--- config.mk ---
export PLATFORM = sky130hd
export DESIGN_NAME = nfc_ask_demod
export DESIGN_NICKNAME = d
export VERILOG_FILES = /design/src/rtl/nfc_demod_pkg.sv /design/src/rtl/nfc_env_detect.sv /design/src/rtl/nfc_ask_demod.sv
export SDC_FILE = /design/constraint.sdc
export NUM_CORES = 1
export LEC_CHECK = 0
export ABC_AREA = 1
export CORE_UTILIZATION = 51
export DETAILED_ROUTE_END_ITERATION = 7
export PLACE_DENSITY = 0.77
export SYNTH_ARGS = -nofsm -noshare
export SYNTH_HDL_FRONTEND = slang
export SYNTH_SLANG_ARGS = --single-unit
export TNS_END_PERCENT = 5
--- constraint.sdc ---
create_clock -name clk -period 2 [get_ports clk]
set_clock_uncertainty 0.2 [all_clocks]
set_input_delay 0.4 -clock clk [delete_from_list [all_inputs] [get_ports clk]]
set_output_delay 0.4 -clock clk [all_outputs]
set_load 0.01 [all_outputs]
--- src/rtl/nfc_demod_pkg.sv ---
// Shared types and helpers for the NFC ASK receive demodulator.
package nfc_demod_pkg;

  // Slicer states: committed level plus a pending-change state for each direction.
  typedef enum logic [2:0] {
    S_IDLE,
    S_HIGH,
    S_FALL,
    S_LOW,
    S_RISE
  } slicer_state_t;

  // Magnitude of a w-bit signed code carried sign-extended in 32 bits. The most negative
  // code has no positive twin, so it folds onto the largest positive code. Valid for w <= 32.
  function automatic logic [31:0] abs_sat(input logic signed [31:0] x, input int unsigned w);
    logic signed [31:0] min_code;
    min_code = 32'sh8000_0000 >>> (32 - w);
    if (x == min_code) begin
      abs_sat = ~min_code;
    end else if (x < 0) begin
      abs_sat = -x;
    end else begin
      abs_sat = x;
    end
  endfunction

endpackage

--- src/rtl/nfc_env_detect.sv ---
// Window envelope detector: |v_in| peak over WIN_LEN samples, published once per window.
module nfc_env_detect
  import nfc_demod_pkg::*;
#(
  parameter int IN_WIDTH = 18,
  parameter int WIN_LEN  = 8
) (
  input  logic                       clk,
  input  logic                       rst_n,
  input  logic signed [IN_WIDTH-1:0] i_v_in,
  output logic        [IN_WIDTH-2:0] o_env,
  output logic                       o_env_valid
);

  localparam int ENV_W = IN_WIDTH - 1;
  localparam int CNT_W = $clog2(WIN_LEN);
  localparam logic [CNT_W-1:0] LAST = CNT_W'(WIN_LEN - 1);

  logic [31:0]      w_abs_full;
  logic [ENV_W-1:0] w_abs;
  logic [ENV_W-1:0] w_max;
  logic             w_unused_abs;
  logic [CNT_W-1:0] r_cnt;
  logic [ENV_W-1:0] r_run;
  logic [ENV_W-1:0] r_env;
  logic             r_env_valid;

  // The saturated magnitude always fits in IN_WIDTH-1 bits; the upper bits are structurally zero.
  assign w_abs_full   = abs_sat(32'(i_v_in), IN_WIDTH);
  assign w_abs        = w_abs_full[ENV_W-1:0];
  assign w_unused_abs = ^w_abs_full[31:ENV_W];

  // Peak including the current sample, so the last sample of a window lands in that window.
  assign w_max = (w_abs > r_run) ? w_abs : r_run;

  // Window counter and running max; on the last sample publish the peak and restart from 0.
  always_ff @(posedge clk or negedge rst_n) begin
    // NOTE: state registers use non-blocking assignments so every flop samples pre-edge values.
    if (!rst_n) begin
      r_cnt       <= '0;
      r_run       <= '0;
      r_env       <= '0;
      r_env_valid <= 1'b0;
    end else if (r_cnt == LAST) begin
      r_cnt       <= '0;
      r_run       <= '0;
      r_env       <= w_max;
      r_env_valid <= 1'b1;
    end else begin
      r_cnt       <= r_cnt + 1'b1;
      r_run       <= w_max;
      r_env_valid <= 1'b0;
    end
  end

  assign o_env       = r_env;
  assign o_env_valid = r_env_valid;

endmodule

--- src/rtl/nfc_ask_demod.sv ---
// NFC ASK demodulator: envelope per window, hysteresis/debounce slicer, edge and pulse-length report.
module nfc_ask_demod
  import nfc_demod_pkg::*;
#(
  parameter int IN_WIDTH  = 18,
  parameter int WIN_LEN   = 8,
  parameter int TH_HI     = 4500,
  parameter int TH_LO     = 4300,
  parameter int DEBOUNCE  = 2,
  parameter int CNT_WIDTH = 8
) (
  input  logic                       clk,
  input  logic                       rst_n,
  input  logic signed [IN_WIDTH-1:0] i_v_in,
  output logic        [IN_WIDTH-2:0] o_env,
  output logic                       o_env_valid,
  output logic                       o_mod_level,
  output logic                       o_edge_valid,
  output logic                       o_edge_dir,
  output logic       [CNT_WIDTH-1:0] o_pulse_len,
  output logic                       o_len_sat
);

  localparam int ENV_W  = IN_WIDTH - 1;
  localparam int PEND_W = $clog2(DEBOUNCE + 1);
  localparam logic [ENV_W-1:0]     TH_HI_C    = ENV_W'(TH_HI);
  localparam logic [ENV_W-1:0]     TH_LO_C    = ENV_W'(TH_LO);
  localparam logic [CNT_WIDTH-1:0] LEN_MAX    = '1;
  localparam logic [CNT_WIDTH-1:0] LEN_RELOAD = CNT_WIDTH'(DEBOUNCE);
  localparam logic [PEND_W-1:0]    PEND_DONE  = PEND_W'(DEBOUNCE);

  logic [ENV_W-1:0]     w_env;
  logic                 w_env_valid;
  logic                 w_hi;
  logic                 w_lo;
  logic                 w_commit;
  logic [PEND_W-1:0]    w_pend_inc;
  logic [PEND_W-1:0]    w_pend_nxt;
  logic [CNT_WIDTH-1:0] w_len_inc;
  slicer_state_t        w_state_nxt;
  slicer_state_t        r_state;
  logic [PEND_W-1:0]    r_pend;
  logic [CNT_WIDTH-1:0] r_len;
  logic                 r_edge_valid;
  logic                 r_edge_dir;
  logic [CNT_WIDTH-1:0] r_pulse_len;
  logic                 r_len_sat;

  nfc_env_detect #(
    .IN_WIDTH (IN_WIDTH),
    .WIN_LEN  (WIN_LEN)
  ) u_env_detect (
    .clk         (clk),
    .rst_n       (rst_n),
    .i_v_in      (i_v_in),
    .o_env       (w_env),
    .o_env_valid (w_env_valid)
  );

  // Values between TH_LO and TH_HI are neither hi nor lo, which gives the hysteresis band.
  assign w_hi       = (w_env >= TH_HI_C);
  assign w_lo       = (w_env < TH_LO_C);
  assign w_pend_inc = r_pend + 1'b1;
  assign w_len_inc  = (r_len == LEN_MAX) ? r_len : r_len + 1'b1;

  // Slicer state and pending-window count.
  always_ff @(posedge clk or negedge rst_n) begin
    if (!rst_n) begin
      r_state <= S_IDLE;
      r_pend  <= '0;
    end else begin
      r_state <= w_state_nxt;
      r_pend  <= w_pend_nxt;
    end
  end

  // Next state: only a completed window moves the slicer; a commit ends a debounced run.
  always_comb begin
    // NOTE: every combinational output gets a default first so no path infers a latch.
    w_state_nxt = r_state;
    w_pend_nxt  = r_pend;
    w_commit    = 1'b0;
    if (w_env_valid) begin
      case (r_state)
        S_IDLE: begin
          w_state_nxt = w_hi ? S_HIGH : S_LOW;
          w_pend_nxt  = '0;
        end
        S_HIGH: begin
          if (w_lo) begin
            if (DEBOUNCE == 1) begin
              w_state_nxt = S_LOW;
              w_commit    = 1'b1;
            end else begin
              w_state_nxt = S_FALL;
              w_pend_nxt  = PEND_W'(1);
            end
          end
        end
        S_FALL: begin
          if (!w_lo) begin
            w_state_nxt = S_HIGH;
            w_pend_nxt  = '0;
          end else if (w_pend_inc == PEND_DONE) begin
            w_state_nxt = S_LOW;
            w_pend_nxt  = '0;
            w_commit    = 1'b1;
          end else begin
            w_pend_nxt  = w_pend_inc;
          end
        end
        S_LOW: begin
          if (w_hi) begin
            if (DEBOUNCE == 1) begin
              w_state_nxt = S_HIGH;
              w_commit    = 1'b1;
            end else begin
              w_state_nxt = S_RISE;
              w_pend_nxt  = PEND_W'(1);
            end
          end
        end
        S_RISE: begin
          if (!w_hi) begin
            w_state_nxt = S_LOW;
            w_pend_nxt  = '0;
          end else if (w_pend_inc == PEND_DONE) begin
            w_state_nxt = S_HIGH;
            w_pend_nxt  = '0;
            w_commit    = 1'b1;
          end else begin
            w_pend_nxt  = w_pend_inc;
          end
        end
        default: begin
          w_state_nxt = S_IDLE;
          w_pend_nxt  = '0;
        end
      endcase
    end
  end

  // Committed level: a pending change has not happened yet, so FALL still reads high.
  always_comb begin
    o_mod_level = (r_state == S_HIGH) || (r_state == S_FALL);
  end

  // Windows spent in the current level. The IDLE window already belongs to the first level,
  // and after a commit the debounced windows belong to the new one.
  always_ff @(posedge clk or negedge rst_n) begin
    if (!rst_n) begin
      r_len <= '0;
    end else if (w_env_valid) begin
      if (r_state == S_IDLE) begin
        r_len <= CNT_WIDTH'(1);
      end else if (w_commit) begin
        r_len <= LEN_RELOAD;
      end else begin
        r_len <= w_len_inc;
      end
    end
  end

  // Edge report: strobe for one cycle, length and saturation flag hold until the next edge.
  always_ff @(posedge clk or negedge rst_n) begin
    if (!rst_n) begin
      r_edge_valid <= 1'b0;
      r_edge_dir   <= 1'b0;
      r_pulse_len  <= '0;
      r_len_sat    <= 1'b0;
    end else begin
      r_edge_valid <= w_commit;
      if (w_commit) begin
        r_edge_dir  <= (w_state_nxt == S_HIGH);
        r_pulse_len <= w_len_inc;
        r_len_sat   <= (w_len_inc == LEN_MAX);
      end
    end
  end

  assign o_env        = w_env;
  assign o_env_valid  = w_env_valid;
  assign o_edge_valid = r_edge_valid;
  assign o_edge_dir   = r_edge_dir;
  assign o_pulse_len  = r_pulse_len;
  assign o_len_sat    = r_len_sat;

endmodule

# Yosys cells after proc, flatten, opt, wreduce, memory -nomap -nowiden
# Index checks and enable logic that the tools add are counted.
# op_classes
addsub,4
mul,0
n_div,0
n_lt_le_gt_ge,4
eq_ne,12
shift,0
muxes,29
n_bitwise,0
reduce_logical,3
# ops
cell,count
17-bit 2-to-1 mux,4
3-bit 2-to-1 mux,8
8-bit 2-to-1 mux,3
"18-bit == test, second input constant",1
"18-bit by 1-bit < comparator with 1-bit output, second input constant",1
"17-bit by 13-bit greater-or-equal comparator with 1-bit output, second input constant",1
17-bit > comparator,1
"17-bit by 13-bit < comparator with 1-bit output, second input constant",1
17-bit negator,1
"8-bit == test, second input constant",2
3-bit one-hot mux with 5 select lines,1
2-bit 2-to-1 mux,6
"8-bit by 1-bit adder with 8-bit output, second input constant",1
2-bit one-hot mux with 4 select lines,1
"3-bit by 1-bit == test with 1-bit output, second input constant",2
"3-bit by 2-bit == test with 1-bit output, second input constant",2
"3-bit == test, second input constant",2
1-bit 2-to-1 mux,5
"2-bit != test, second input constant",2
"3-bit by 1-bit adder with 3-bit output, second input constant",1
3-bit logical NOT,1
3-bit AND reduction,1
"2-bit by 1-bit adder with 2-bit output, second input constant",1
"2-bit == test, second input constant",1
2 further kinds,2
# word_totals
regBits,62
latchBits,0
mem_bits_rw,0
romBits,0
inputBits,20
word_cells,63
mem_count,0

# Longest topological paths before layout
# logic_depth
depth_word,8
ltp_mapped,23
ltp_nobuf,23

# By module
# A second synthesis with hierarchy kept.
# unflattened
hier_cells,605
hier_area_um2,4229.1
# modules_own_cells
mod,instances,cells_each,area_per_inst_um2,seq_area_each_um2
nfc_env_detect,1,392,2716.4,950.9
nfc_ask_demod,1,213,1512.7,600.6

# Worst setup path after synthesis
# No wires, ideal clock.
# synth_path
kind,in2reg
start,in i_v_in[0]
end,reg u_env_detect.r_env[13] (netlist: u_env_detect.o_env[13])
t_arrival_ns,2.568
required_time_ns,1.683
slack_ns,-0.885
path_stages,23
path_cell_list,inv_1 ha_1 nand2_1 nor2_1 nand2_1 nand2_1 nand2_1 nand2_1 nand2_1 nor2_1 inv_1 ha_1 nand2_1 nand2_1 nand3_1 nand2_1 a21oi_1 nand3_2 nand2_4 buf_6 nand2_1 nand3_1 nand2_1
# synth_between
elab_chain_cells,5
word_cells_on_any_way,7
cone_classes,add/sub (1); order compare (2); eq/ne (1); mux (3)
# synth_rtl
item,line_no,rtl
from (decl),nfc_ask_demod.sv:14,"input logic signed [IN_WIDTH-1:0] i_v_in,"
17-bit negator or 18-bit by 1-bit < comparator with 1-bit output (tied branches),"nfc_demod_pkg.sv:21, nfc_demod_pkg.sv:20",
17-bit 2-to-1 mux,nfc_demod_pkg.sv:20,end else if (x < 0) begin
17-bit 2-to-1 mux *,nfc_demod_pkg.sv:18,if (x == min_code) begin
17-bit > comparator,nfc_env_detect.sv:34,assign w_max = (w_abs > r_run) ? w_abs : r_run;
17-bit 2-to-1 mux *,nfc_env_detect.sv:34,
to (signal assigned),nfc_env_detect.sv:47,r_env <= w_max;
to (decl),nfc_env_detect.sv:25,logic [ENV_W-1:0] r_env;
# Mark *: on every way between the ends. The rest lies on a longest branch, timed or not.
# A chain may end at the register's enable or synchronous reset.

# Worst setup path after layout
# layout_path
start,in i_v_in[1]
end,reg u_env_detect.r_env[8] (netlist: u_env_detect.o_env[8])
# Same word-level chain as after synthesis.

==> impl_results.md <==
- Share of cells above drive strength 1: 35.3%
- Mapped cell area: 0.00405 mm^2
- Seq/Total Area, Yosys: 38.4%
- Status: finished, violations left
- Synth cell types: 32
- CTS Buffer Depth: 2
- Initial antenna violation count: 0
- Layout Nets: 795
- Max IR drop VDD: a little under 0.0004 V
- Number of max-cap violations: 0
- GR Overflow Total: 0
- Critical Path AT: approximately 2.9 ns
- Area of the multi-input gates: 0.00263 mm^2
- CP endpoint kind: flop
- Period utilization: 146%
- Global-route wire length before repair: 21.4 mm
- Clock latency on the worst-skew pair: 0.35 ns
- Number of global-route vias before repair: 4685
- TritonCTS buffer count: 9
- CTS tree: built
- I/O Buffers: between 40 and 50
- Clock root buffer: clkbuf_8
- Hold path depth: 1
- Sw Pwr: around 2200 uW
- Die area: 0.00829 mm^2
- RR Startpoint: u_env_detect.r_run[12]$_DFF_PN0_
- Vert. Die Dim: about 91 um
- Drt initial violations: about 400
- Total GRT Usage: 32.7%
- Cell Rows: 32
- Placed insts: 799
- RePlAce Congestion: around 0.93
- Static Leak: 0.00322 uW
- Final HPWL DP: 7.80 mm
- Setup TNS: -30.13 ns
- Endpoints failing hold: 0
- Sequential power share: roughly a third
- Die width: around 90 um
- Final core utilization: 80.8%
- Peak Freq: 342 MHz
- Yosys warning count: 0
- Hold endpoint: u_env_detect.r_cnt[0]$_DFF_PN0_
- Core area: 0.00769 mm^2
- Setup CP Type: in2reg
- Drt total wl: 14.2 mm
- Syn_nets: 637
- Failing checks: negative setup slack
- Clk slew on worst S/H paths: 0.06 ns
- Diodes inserted: 0
- Storage cell area: 0.00155 mm^2
- Post-Layout Cell Count: about 860
- Crit path time final: about 3 ns
- Initial Util: 52.6%
- Worst EP required: 2.01 ns
- Vias post-DR: 4764
- I/O pin total: 50
- Vias per cell: 5.53
- Sink Count: 62
- Sw frac: roughly 40%
- Cells after Synth: between 500 and 600
- Syn-to-layout area delta: 53.5%
- Internal power: ~3300 uW
- Post-route DRC: 0
- Filler cells: 446
- Largest net degree at the start of global routing: 38
- Power per Cell Area: about 900 mW/mm^2
- Reg-to-reg endpoint: u_env_detect.o_env[8]$_DFFE_PN0P_
- Register-to-register path setup slack: -0.34 ns
- Pwr Total: 5590 uW
- Post-route setup slack: -0.922 ns
- Seq cells post-synth: 62
- RSZ-0062 raised after global routing: yes
- Crit start category: primary input
- Reg2Reg Depth: 11
- Slew @ Worst Pin: 0.524 ns
- Hold Startpoint: u_env_detect.r_cnt[0]$_DFF_PN0_
- Setup-failing EPs final: 34
- Worst Path Max Fanout: 6
- Fin area: ~0.0062 mm^2
- First-pass detailed-route iteration total: 5
- Worst hold-check path type: reg2reg
- Slew HR: roughly 65%
- Synth Area per Inst: 6.79 um^2
- Final-report max-slew violation count: 0
- Comb pwr share: between 40% and 50%
- Htree depth: 3
- DRT antenna net count: 0
- Placed Area: approximately 0.0052 mm^2
- Clock power frac: 20.2%
- Wirelength per Cell: 16.5 um
[state kept, by name, indices dropped and copies added (netlist names), 2 cells and up]
| name | count |
|---|---|
| o_pulse_len | 8 |
| r_pend | 2 |
| r_state | 3 |
| r_len | 8 |
| u_env_detect.r_cnt | 3 |
| u_env_detect.r_run | 17 |
| u_env_detect.o_env | 17 |
[layout make-up]
cell class	instances	area share [%]
multi-input combinational	437	42.3
sequential	62	25.0
timing repair buffer	161	22.1
inverter	83	5.30
clock buffer	11	2.28
tap	102	2.05
clock inverter	5	0.947
[worst max path at each step]
stage,startpoint,to,slack (ns)
floorplan,i_v_in[2],u_env_detect.o_env[3]$_DFFE_PN0P_,-0.68
global placement,i_v_in[2],u_env_detect.o_env[14]$_DFFE_PN0P_,-1.50
detailed placement,i_v_in[2],u_env_detect.o_env[14]$_DFFE_PN0P_,-1.55
CTS,i_v_in[0],u_env_detect.o_env[8]$_DFFE_PN0P_,-0.65
global route,i_v_in[1],u_env_detect.o_env[10]$_DFFE_PN0P_,-0.99
finish,i_v_in[1],u_env_detect.o_env[8]$_DFFE_PN0P_,-0.92
[worst max-delay path, cell delays in order]
cell and delay, ns:
buf_8 0.10, inv_4 0.05, ha_4 0.14, nand2_4 0.08, nor2_4 0.17, nand2_1 0.08
nand2_1 0.07, nand2_1 0.06, nand2_1 0.07, nand2_1 0.07, nor2_2 0.15, inv_2 0.07
ha_4 0.23, nand2_1 0.08, nand2_1 0.09, nand3_2 0.07, nand2_2 0.08, a21oi_4 0.16
nand3_4 0.18, nand2_8 0.17, buf_12 0.16, nand2_4 0.05, nand3_2 0.06, o21ai_2 0.06
[metrics by stage]
step	hold WS (ns)	setup slack, ns
final	0.233	-0.922
after global routing	0.240	-0.989
after CTS	0.233	-0.646
after detailed placement	0.190	-1.55
after global placement	0.184	-1.50
after floorplan	-0.0956	-0.680
[Yosys cell counts]
cell,number,area [um^2]
ha_1,21,263
buf_2,4,20.0
nand3_2,3,30.0
nand2_1,215,807
nand2_2,7,43.8
xnor2_1,2,17.5
nand4_2,1,12.5
buf_6,2,22.5
o21ai_1,10,50.1
o22ai_1,5,31.3
nor2_1,74,278
o21ai_0,17,85.1
a21oi_4,1,16.3
buf_4,2,15.0
o211a_1,1,10.0
nand2_4,1,11.3
nand4_1,9,56.3
clkinv_1,1,3.75
buf_1,1,3.75
a21o_1,1,7.51
nand3_1,45,225
inv_1,80,300
dfrtp_1,62,1550
nor2_2,2,12.5
xor2_1,3,26.3
nor2_4,1,11.3
o211ai_1,1,7.51
inv_2,2,7.51
nand3b_1,5,37.5
a21boi_0,1,7.51
clkbuf_1,5,18.8
a21oi_1,11,55.1
[metal layers]
layer  wire [um]  share of wire, %  up-vias  GRT usage [%]
met5           0                 0        -              0
met4         876               6.2        0           17.5
met3         772               5.5      100           5.70
met2        7320                52      253           60.5
met1        5190                37     2227           35.4
li1            -                 -     2184              -
[cells by family after synthesis]
logic type / synth area share, %
xor+xnor: 1.08
compound gates: 6.68
flops: 38.4
buf+inv: 9.68
fa+ha+maj: 6.50
simple gates: 37.7
[power groups by stage]
stage	Clock (uW)	Combinational (uW)	Sequential, uW
final	1130	2660	1800
after floorplan	0	1080	1820
after global routing	1190	2850	1820
after global placement	0	1980	1770
after CTS	1120	2420	1760
after detailed placement	0	2050	1780
[placed cells by master, fill, tap and decap left out, types with 3 or more instances in the layout]
cell,count
buf_6,11
buf_4,97
nor2_4,15
nand3b_1,5
nand3_4,3
ha_4,8
a21oi_1,8
buf_12,3
nand3_2,12
inv_1,71
buf_2,13
inv_2,7
nand2_4,10
nor2_2,18
nand2_2,35
nand4_1,9
nor2_1,44
o21ai_0,14
ha_1,12
nand2_1,177
clkdlybuf4s50_1,29
o21ai_1,12
clkbuf_8,10
nand3_1,33
o22ai_1,5
dfrtp_1,60
inv_4,3
[repair_timing]
item	CTS	global route
setup endpoints to repair	36	54
setup buffers	40	3
pin swaps	60	26
hold buffers	1	0
gates cloned	2	0
gates resized for setup	173	40
hold endpoints to repair	18	0
Power figures use the tool's default switching activity.
